**src/rtl/alu_share_arbiter_pkg.sv**
```systemverilog
// Shared definitions for the two-port ALU arbiter:
// widths, EX command encodings and status-register bit positions.
package alu_share_arbiter_pkg;

   localparam int WORD_WIDTH = 32;
   localparam int CMD_WIDTH  = 4;

   localparam logic [CMD_WIDTH-1:0] EX_ADD = 4'h1;
   localparam logic [CMD_WIDTH-1:0] EX_ADC = 4'h2;
   localparam logic [CMD_WIDTH-1:0] EX_SUB = 4'h3;
   localparam logic [CMD_WIDTH-1:0] EX_SBC = 4'h4;
   localparam logic [CMD_WIDTH-1:0] EX_AND = 4'h5;
   localparam logic [CMD_WIDTH-1:0] EX_OR  = 4'h6;
   localparam logic [CMD_WIDTH-1:0] EX_XOR = 4'h7;
   localparam logic [CMD_WIDTH-1:0] EX_MOV = 4'h8;

   localparam int SR_Z = 3;
   localparam int SR_C = 2;
   localparam int SR_N = 1;
   localparam int SR_V = 0;

   typedef enum logic {
      ST_EMPTY = 1'b0,
      ST_FULL  = 1'b1
   } out_state_t;

endpackage

```
**src/rtl/alu_share_arbiter_alu.sv**
```systemverilog
// Single-cycle combinational ALU producing a result and {Z,C,N,V}.
// Subtraction is a + ~b + 1, so C=1 means no borrow.
module alu_share_arbiter_alu
   import alu_share_arbiter_pkg::*;
#(
   parameter int W = WORD_WIDTH
) (
   input  logic [W-1:0]         i_val1,
   input  logic [W-1:0]         i_val2,
   input  logic                 i_cin,
   input  logic [CMD_WIDTH-1:0] i_cmd,
   output logic [W-1:0]         o_alu_out,
   output logic [3:0]           o_sr
);

   logic [W-1:0] w_b;
   logic         w_ci;
   logic         w_arith;
   logic [W:0]   w_sum;

   always_comb begin
      w_b     = i_val2;
      w_ci    = 1'b0;
      w_arith = 1'b0;
      case (i_cmd)
         EX_ADD: w_arith = 1'b1;
         EX_ADC: begin
            w_arith = 1'b1;
            w_ci    = i_cin;
         end
         EX_SUB: begin
            w_arith = 1'b1;
            w_b     = ~i_val2;
            w_ci    = 1'b1;
         end
         EX_SBC: begin
            w_arith = 1'b1;
            w_b     = ~i_val2;
            w_ci    = i_cin;
         end
         default: ;
      endcase
   end

   assign w_sum = {1'b0, i_val1} + {1'b0, w_b} + {{W{1'b0}}, w_ci};

   always_comb begin
      o_alu_out = '0;
      case (i_cmd)
         EX_ADD, EX_ADC,
         EX_SUB, EX_SBC: o_alu_out = w_sum[W-1:0];
         EX_AND:         o_alu_out = i_val1 & i_val2;
         EX_OR:          o_alu_out = i_val1 | i_val2;
         EX_XOR:         o_alu_out = i_val1 ^ i_val2;
         EX_MOV:         o_alu_out = i_val2;
         default:        o_alu_out = '0;
      endcase
   end

   always_comb begin
      o_sr       = '0;
      o_sr[SR_Z] = (o_alu_out == '0);
      o_sr[SR_C] = w_arith & w_sum[W];
      o_sr[SR_N] = o_alu_out[W-1];
      o_sr[SR_V] = w_arith & (i_val1[W-1] == w_b[W-1])
                 & (o_alu_out[W-1] != i_val1[W-1]);
   end

endmodule

```
**src/rtl/alu_share_arbiter.sv**
```systemverilog
// Round-robin sharing of one ALU between the EX stage (port 0) and an
// auxiliary unit (port 1), with a registered result slot and the SR.
module alu_share_arbiter #(
   parameter int WORD_WIDTH = alu_share_arbiter_pkg::WORD_WIDTH,
   parameter int CMD_WIDTH  = alu_share_arbiter_pkg::CMD_WIDTH
) (
   input  logic                  clk,
   input  logic                  rst_n,
   input  logic [1:0]            req_valid,
   output logic [1:0]            req_ready,
   input  logic [WORD_WIDTH-1:0] req0_val1,
   input  logic [WORD_WIDTH-1:0] req0_val2,
   input  logic [CMD_WIDTH-1:0]  req0_cmd,
   input  logic                  req0_s,
   input  logic [WORD_WIDTH-1:0] req1_val1,
   input  logic [WORD_WIDTH-1:0] req1_val2,
   input  logic [CMD_WIDTH-1:0]  req1_cmd,
   input  logic                  req1_s,
   output logic [1:0]            resp_valid,
   input  logic [1:0]            resp_ready,
   output logic [WORD_WIDTH-1:0] resp_data,
   output logic [3:0]            resp_sr,
   output logic [3:0]            sr
);

   import alu_share_arbiter_pkg::*;

   out_state_t            r_state;
   out_state_t            w_state_nxt;
   logic                  r_owner;
   logic                  r_rr_last;
   logic [WORD_WIDTH-1:0] r_data;
   logic [3:0]            r_rsr;
   logic [3:0]            r_sr;

   logic                  w_can_issue;
   logic [1:0]            w_grant;
   logic                  w_accept;
   logic                  w_sel;
   logic [WORD_WIDTH-1:0] w_val1;
   logic [WORD_WIDTH-1:0] w_val2;
   logic [CMD_WIDTH-1:0]  w_cmd;
   logic                  w_s;
   logic [WORD_WIDTH-1:0] w_alu_out;
   logic [3:0]            w_alu_sr;

   // On a tie the port that did not win last time is granted.
   always_comb begin
      w_grant = 2'b00;
      case (req_valid)
         2'b01:   w_grant = 2'b01;
         2'b10:   w_grant = 2'b10;
         2'b11:   w_grant = r_rr_last ? 2'b01 : 2'b10;
         default: w_grant = 2'b00;
      endcase
   end

   assign w_can_issue = (r_state == ST_EMPTY) | resp_ready[r_owner];
   assign req_ready   = w_can_issue ? w_grant : 2'b00;
   assign w_accept    = |(req_valid & req_ready);
   assign w_sel       = req_ready[1];

   assign w_val1 = w_sel ? req1_val1 : req0_val1;
   assign w_val2 = w_sel ? req1_val2 : req0_val2;
   assign w_cmd  = w_sel ? req1_cmd  : req0_cmd;
   assign w_s    = w_sel ? req1_s    : req0_s;

   alu_share_arbiter_alu #(
      .W (WORD_WIDTH)
   ) u_alu (
      .i_val1    (w_val1),
      .i_val2    (w_val2),
      .i_cin     (r_sr[SR_C]),
      .i_cmd     (w_cmd),
      .o_alu_out (w_alu_out),
      .o_sr      (w_alu_sr)
   );

   always_comb begin
      w_state_nxt = r_state;
      resp_valid  = 2'b00;
      case (r_state)
         ST_EMPTY: begin
            if (w_accept) w_state_nxt = ST_FULL;
         end
         ST_FULL: begin
            resp_valid = r_owner ? 2'b10 : 2'b01;
            if (resp_ready[r_owner] && !w_accept)
               w_state_nxt = ST_EMPTY;
         end
         default: w_state_nxt = ST_EMPTY;
      endcase
   end

   always_ff @(posedge clk) begin
      if (!rst_n) r_state <= ST_EMPTY;
      else        r_state <= w_state_nxt;
   end

   always_ff @(posedge clk) begin
      if (!rst_n) begin
         r_owner   <= 1'b0;
         r_rr_last <= 1'b1;
         r_data    <= '0;
         r_rsr     <= '0;
         r_sr      <= '0;
      end else if (w_accept) begin
         r_owner   <= w_sel;
         r_rr_last <= w_sel;
         r_data    <= w_alu_out;
         r_rsr     <= w_alu_sr;
         if (w_s) r_sr <= w_alu_sr;
      end
   end

   assign resp_data = r_data;
   assign resp_sr   = r_rsr;
   assign sr        = r_sr;

endmodule
```
**config.mk**
```make
export PLATFORM = sky130hd
export DESIGN_NAME = alu_share_arbiter
export DESIGN_NICKNAME = d
export VERILOG_FILES = /design/src/rtl/alu_share_arbiter_pkg.sv /design/src/rtl/alu_share_arbiter_alu.sv /design/src/rtl/alu_share_arbiter.sv
export SDC_FILE = /design/constraint.sdc
export NUM_CORES = 1
export LEC_CHECK = 0
export CAP_MARGIN = 20
export CORE_MARGIN = 4
export CORE_UTILIZATION = 35
export DETAILED_ROUTE_END_ITERATION = 12
export PLACE_DENSITY = 0.62
export SLEW_MARGIN = 20
export SYNTH_ARGS = -nofsm -noshare
export SYNTH_HDL_FRONTEND = slang
export SYNTH_SLANG_ARGS = --single-unit
```
**constraint.sdc**
```tcl
create_clock -name clk -period 15.01 [get_ports clk]
set_input_delay 3.002 -clock clk [delete_from_list [all_inputs] [get_ports clk]]
set_output_delay 3.002 -clock clk [all_outputs]
set_load 0.02 [all_outputs]
```
==> run summary <==
The net count after synthesis came out at 1179. Across the VDD grid, the largest voltage drop is 0.0460 mV. The placement-stage cell area came out at 9200 um2.

The final instance area came out at 9400 um2. The average wire per cell in the routed design came out at 19.8 um. The I/O pin count came out at 188. The post-cts resize count came out at 0. The clock network fraction of design power is 18.3%. The first-pass GRT wire length is 41500 um.

Ranked by instance count, the synthesized netlist is headed by ha_1 (95), nand2_1 (88), mux2i_1 (74). The worst-case clock buffer depth came out at 2. The number of non-filler instances in the completed layout came out at 1351. The core area is 19700 um2.

The number of library cell types mapped by synthesis is 72. The length of the first detailed-routing pass in iterations is 5. The mapped netlist covers 7130 um2. The mean instance size in the synthesized netlist is 7.60 um2. The worst path required time came out at 15200 ps. The met2 wire length is 13600 um. The number of flip-flops and latches in the synthesized netlist came out at 42. The worst reg2reg path startpoint is r_owner. The share of layout cells above drive strength 1 came out at 4.97%. The detailed-route via count came out at 7470. The H-tree depth reported by CTS is 2. In the synthesized netlist the dominant register cell turns out to be dfxtp_1. TritonCTS built the clock tree. The total routed wire length on the met1 layer came out at 11000 um.

The area enclosed by the die boundary is 22700 um2. Setup repair after global routing left no endpoint under its margin. The largest fanout of any net on the critical path is 50. Counting flops with an async set or reset pin after synthesis yields a share of 0%.

The detailed placement HPWL came out at 21800 um. The worst relative slew slack came out at 36.7%. After detailed routing, the number of remaining DRC violations is 0. The achievable clock frequency came out at 103 MHz. The static leakage is 0.00439 uW. The element type at the critical path start is a primary input.

Summed over all failing endpoints, the final setup total negative slack is 0 ps. Clock latency on the worst-skew pair, taken at its later pin, is 280 ps. The max-cap check violation count came out at 0. The initialized floorplan defines 51 standard-cell rows. The area added between synthesis and finish came out at 31.9%. The cell-internal power is 438 uW. In this run, placement finished with an instance count of 1343. The sort of element at the end of the critical path is a flip-flop. The critical path starts at resp_ready[1]. Yosys printed 0 warnings. The worst setup path is of the primary input to flip-flop kind.

The overall overflow remaining after global route came out at 0. Setup violations remaining at the end of the flow were counted as 0. Across the routed clock network, the largest skew measured is 3.02 ps. Using the TritonRoute via totals, the vias-per-cell ratio works out to 5.53. The number of cells on the worst reg-to-reg path came out at 20. Clock-pin slew was measured on the worst setup and hold paths at 60 ps.

The most critical setup path has its endpoint at sr[3]. Clock tree synthesis found a total of 42 sinks. The layout net count is 1326.

Counting flops with a built-in enable in the synthesized netlist gives 0. The via count of the first global-routing pass is 7643. Sequential elements use 11.8% of the synthesized area. The number of setup buffers added after CTS is 0. Across all register-to-register paths, the minimum setup slack is 7940 ps. The all-layer global routing usage is 23.3%. The die height came out at 151 um. The largest net degree at the start of global routing came out at 65. The number of antenna diodes in the final layout is 0.

The wire length on met3 came out at 1250 um. Of the available clock period, the critical path in the final layout requires 64.9%. The total power is 779 uW. After synthesis, the cell types taking the most area are ha_1 (17%), dfxtp_1 (12%), mux2i_1 (10%), xnor2_1 (5.7%), nand2_1 (4.6%). The number of antenna violations at the first check in global routing came out at 0.

In this run the power density over the cells is 82.9 nW/um2. The final wirelength came out at 26800 um. The cell sitting at the root of the clock tree is a clkbuf_16. The detail route stage leaves a number of antenna-violating nets equal to 0.

After detailed routing, no signal wire sits above met4. The fraction of power spent switching nets came out at 43.8%. The number of pins with negative max-slew slack in the final report is 0. The post-synthesis instance total came out at 938. The worst hold path passes through 2 cells. The number of port buffers came out at 187.

The final weighted congestion in routability-driven placement came out at 0.927. The width of the chip came out at 151 um. The sequential fraction of design power came out at 17.0%. In this run the critical register-to-register path is captured at sr[3].

The largest area contributor in the synthesized netlist is ha_1. The number of clock buffers inserted by TritonCTS came out at 5. The final number of hold-violating endpoints came to 0. The data arrival at the endpoint of the critical path came out at 9940 ps.

Yosys instantiated no cell more often than ha_1. The path class of the tightest hold or removal check is flip-flop to flip-flop. The DRC marker count from the first detailed-route iteration came out at 407. The worst-margin pin slew came out at 943 ps. The initial utilization of the core area, before any placement, comes to 36.1%. The final period demand of the worst path is 9750 ps. The analysis attributes to net switching a power of 341 uW. The proportion of power drawn by combinational gates came out at 64.7%. The run finished with clean final reports. Summed over its instances, the top area cell type makes up 16.7% of the synthesized netlist area. After clock tree synthesis, the flow added hold-fix buffers numbering 0.
area by class of cell:
| type | count | area (um2) |
|---|---|---|
| multi-input cells | 766 | 5810 |
| fillers | 1952 | 10300 |
| well taps | 265 | 332 |
| clock buffers | 6 | 139 |
| flip-flops and latches | 42 | 841 |
| inverters | 72 | 270 |
| clock inverters | 2 | 60.1 |
| repair buffers | 198 | 1950 |
per-stage QoR:
| stage | setup WS [ps] | util [%] | hold slack [ps] |
|---|---|---|---|
| finish | 5260 | 47.7 | 475 |
| floorplan | 6720 | - | 459 |
| global placement | 5140 | 46.7 | 456 |
| CTS | 5300 | 47.7 | 482 |
| detailed placement | 5030 | 46.7 | 474 |
| global route | 4630 | 47.7 | 498 |
how the worst min path moves through the flow:
stage	end	startpoint
floorplan	r_rr_last	r_rr_last
global placement	resp_sr[0]	resp_sr[0]
detailed placement	resp_sr[2]	resp_sr[2]
CTS	resp_sr[2]	resp_sr[2]
global route	resp_sr[2]	resp_sr[2]
finish	resp_sr[2]	resp_sr[2]
layout by cell type (no fill, tap or decap), types with 3 or more instances in the layout:
master	count
o21ai_0	39
a211oi_1	9
and2_1	3
nand2_1	88
nor2b_1	8
buf_4	11
a21o_1	4
a21oi_1	60
inv_1	71
clkbuf_16	5
clkdlybuf4s50_1	187
o22ai_1	4
nor3_1	16
o211a_1	32
a221oi_1	14
xnor2_1	46
and3_1	3
ha_1	95
nand2b_1	7
nand4_1	18
o31ai_1	7
o21a_1	5
nand3_1	62
o21bai_1	6
xor2_1	12
nand3b_1	5
a31oi_1	6
mux2i_1	74
mux2_2	20
nor2_1	45
dfxtp_1	42
o211ai_1	22
a21boi_0	6
kinds of logic after synthesis:
logic type / synth area share (%)
AO/OA/AOI/OAI: 24.0
AND/OR/NAND/NOR: 18.5
flip-flops: 11.8
multiplexers: 14.1
XOR/XNOR: 7.13
buffers and inverters: 7.30
adder cells (fa/ha/maj): 17.2
routing by layer:
layer	global-route usage (%)	vias to the layer above
li1	-	3705
met2	43.5	218
met1	27.2	3501
met5	0	-
met4	7.89	0
met3	2.89	46
critical path, cell delays in order:
cell,delay [ps]
clkdlybuf4s50_1,400
mux2i_1,250
a21o_4,610
mux2i_2,800
buf_4,390
a21boi_0,410
a21oi_4,30
buf_4,310
xnor2_1,210
fa_1,450
fa_1,480
nor2b_1,180
o31ai_1,160
nand2_1,140
xor2_1,90
a221oi_2,320
nand4_1,120
or4b_1,520
nor4_1,460
nand4_1,230
o41ai_2,290
registers in the layout, indices dropped and copies added, names as in the netlist:
signal,cells
r_rr_last,1
r_state,1
r_owner,1
resp_data,31
sr,4
resp_sr,4
power by group through the flow:
| stage | logic (uW) | clock network (uW) | registers (uW) |
|---|---|---|---|
| final | 504 | 143 | 132 |
| after global placement | 501 | 0 | 135 |
| after CTS | 504 | 146 | 132 |
| after global routing | 555 | 152 | 134 |
| after floorplan | 315 | 0 | 148 |
| after detailed placement | 501 | 0 | 135 |
Note: power is estimated with default switching activity, not from simulation.
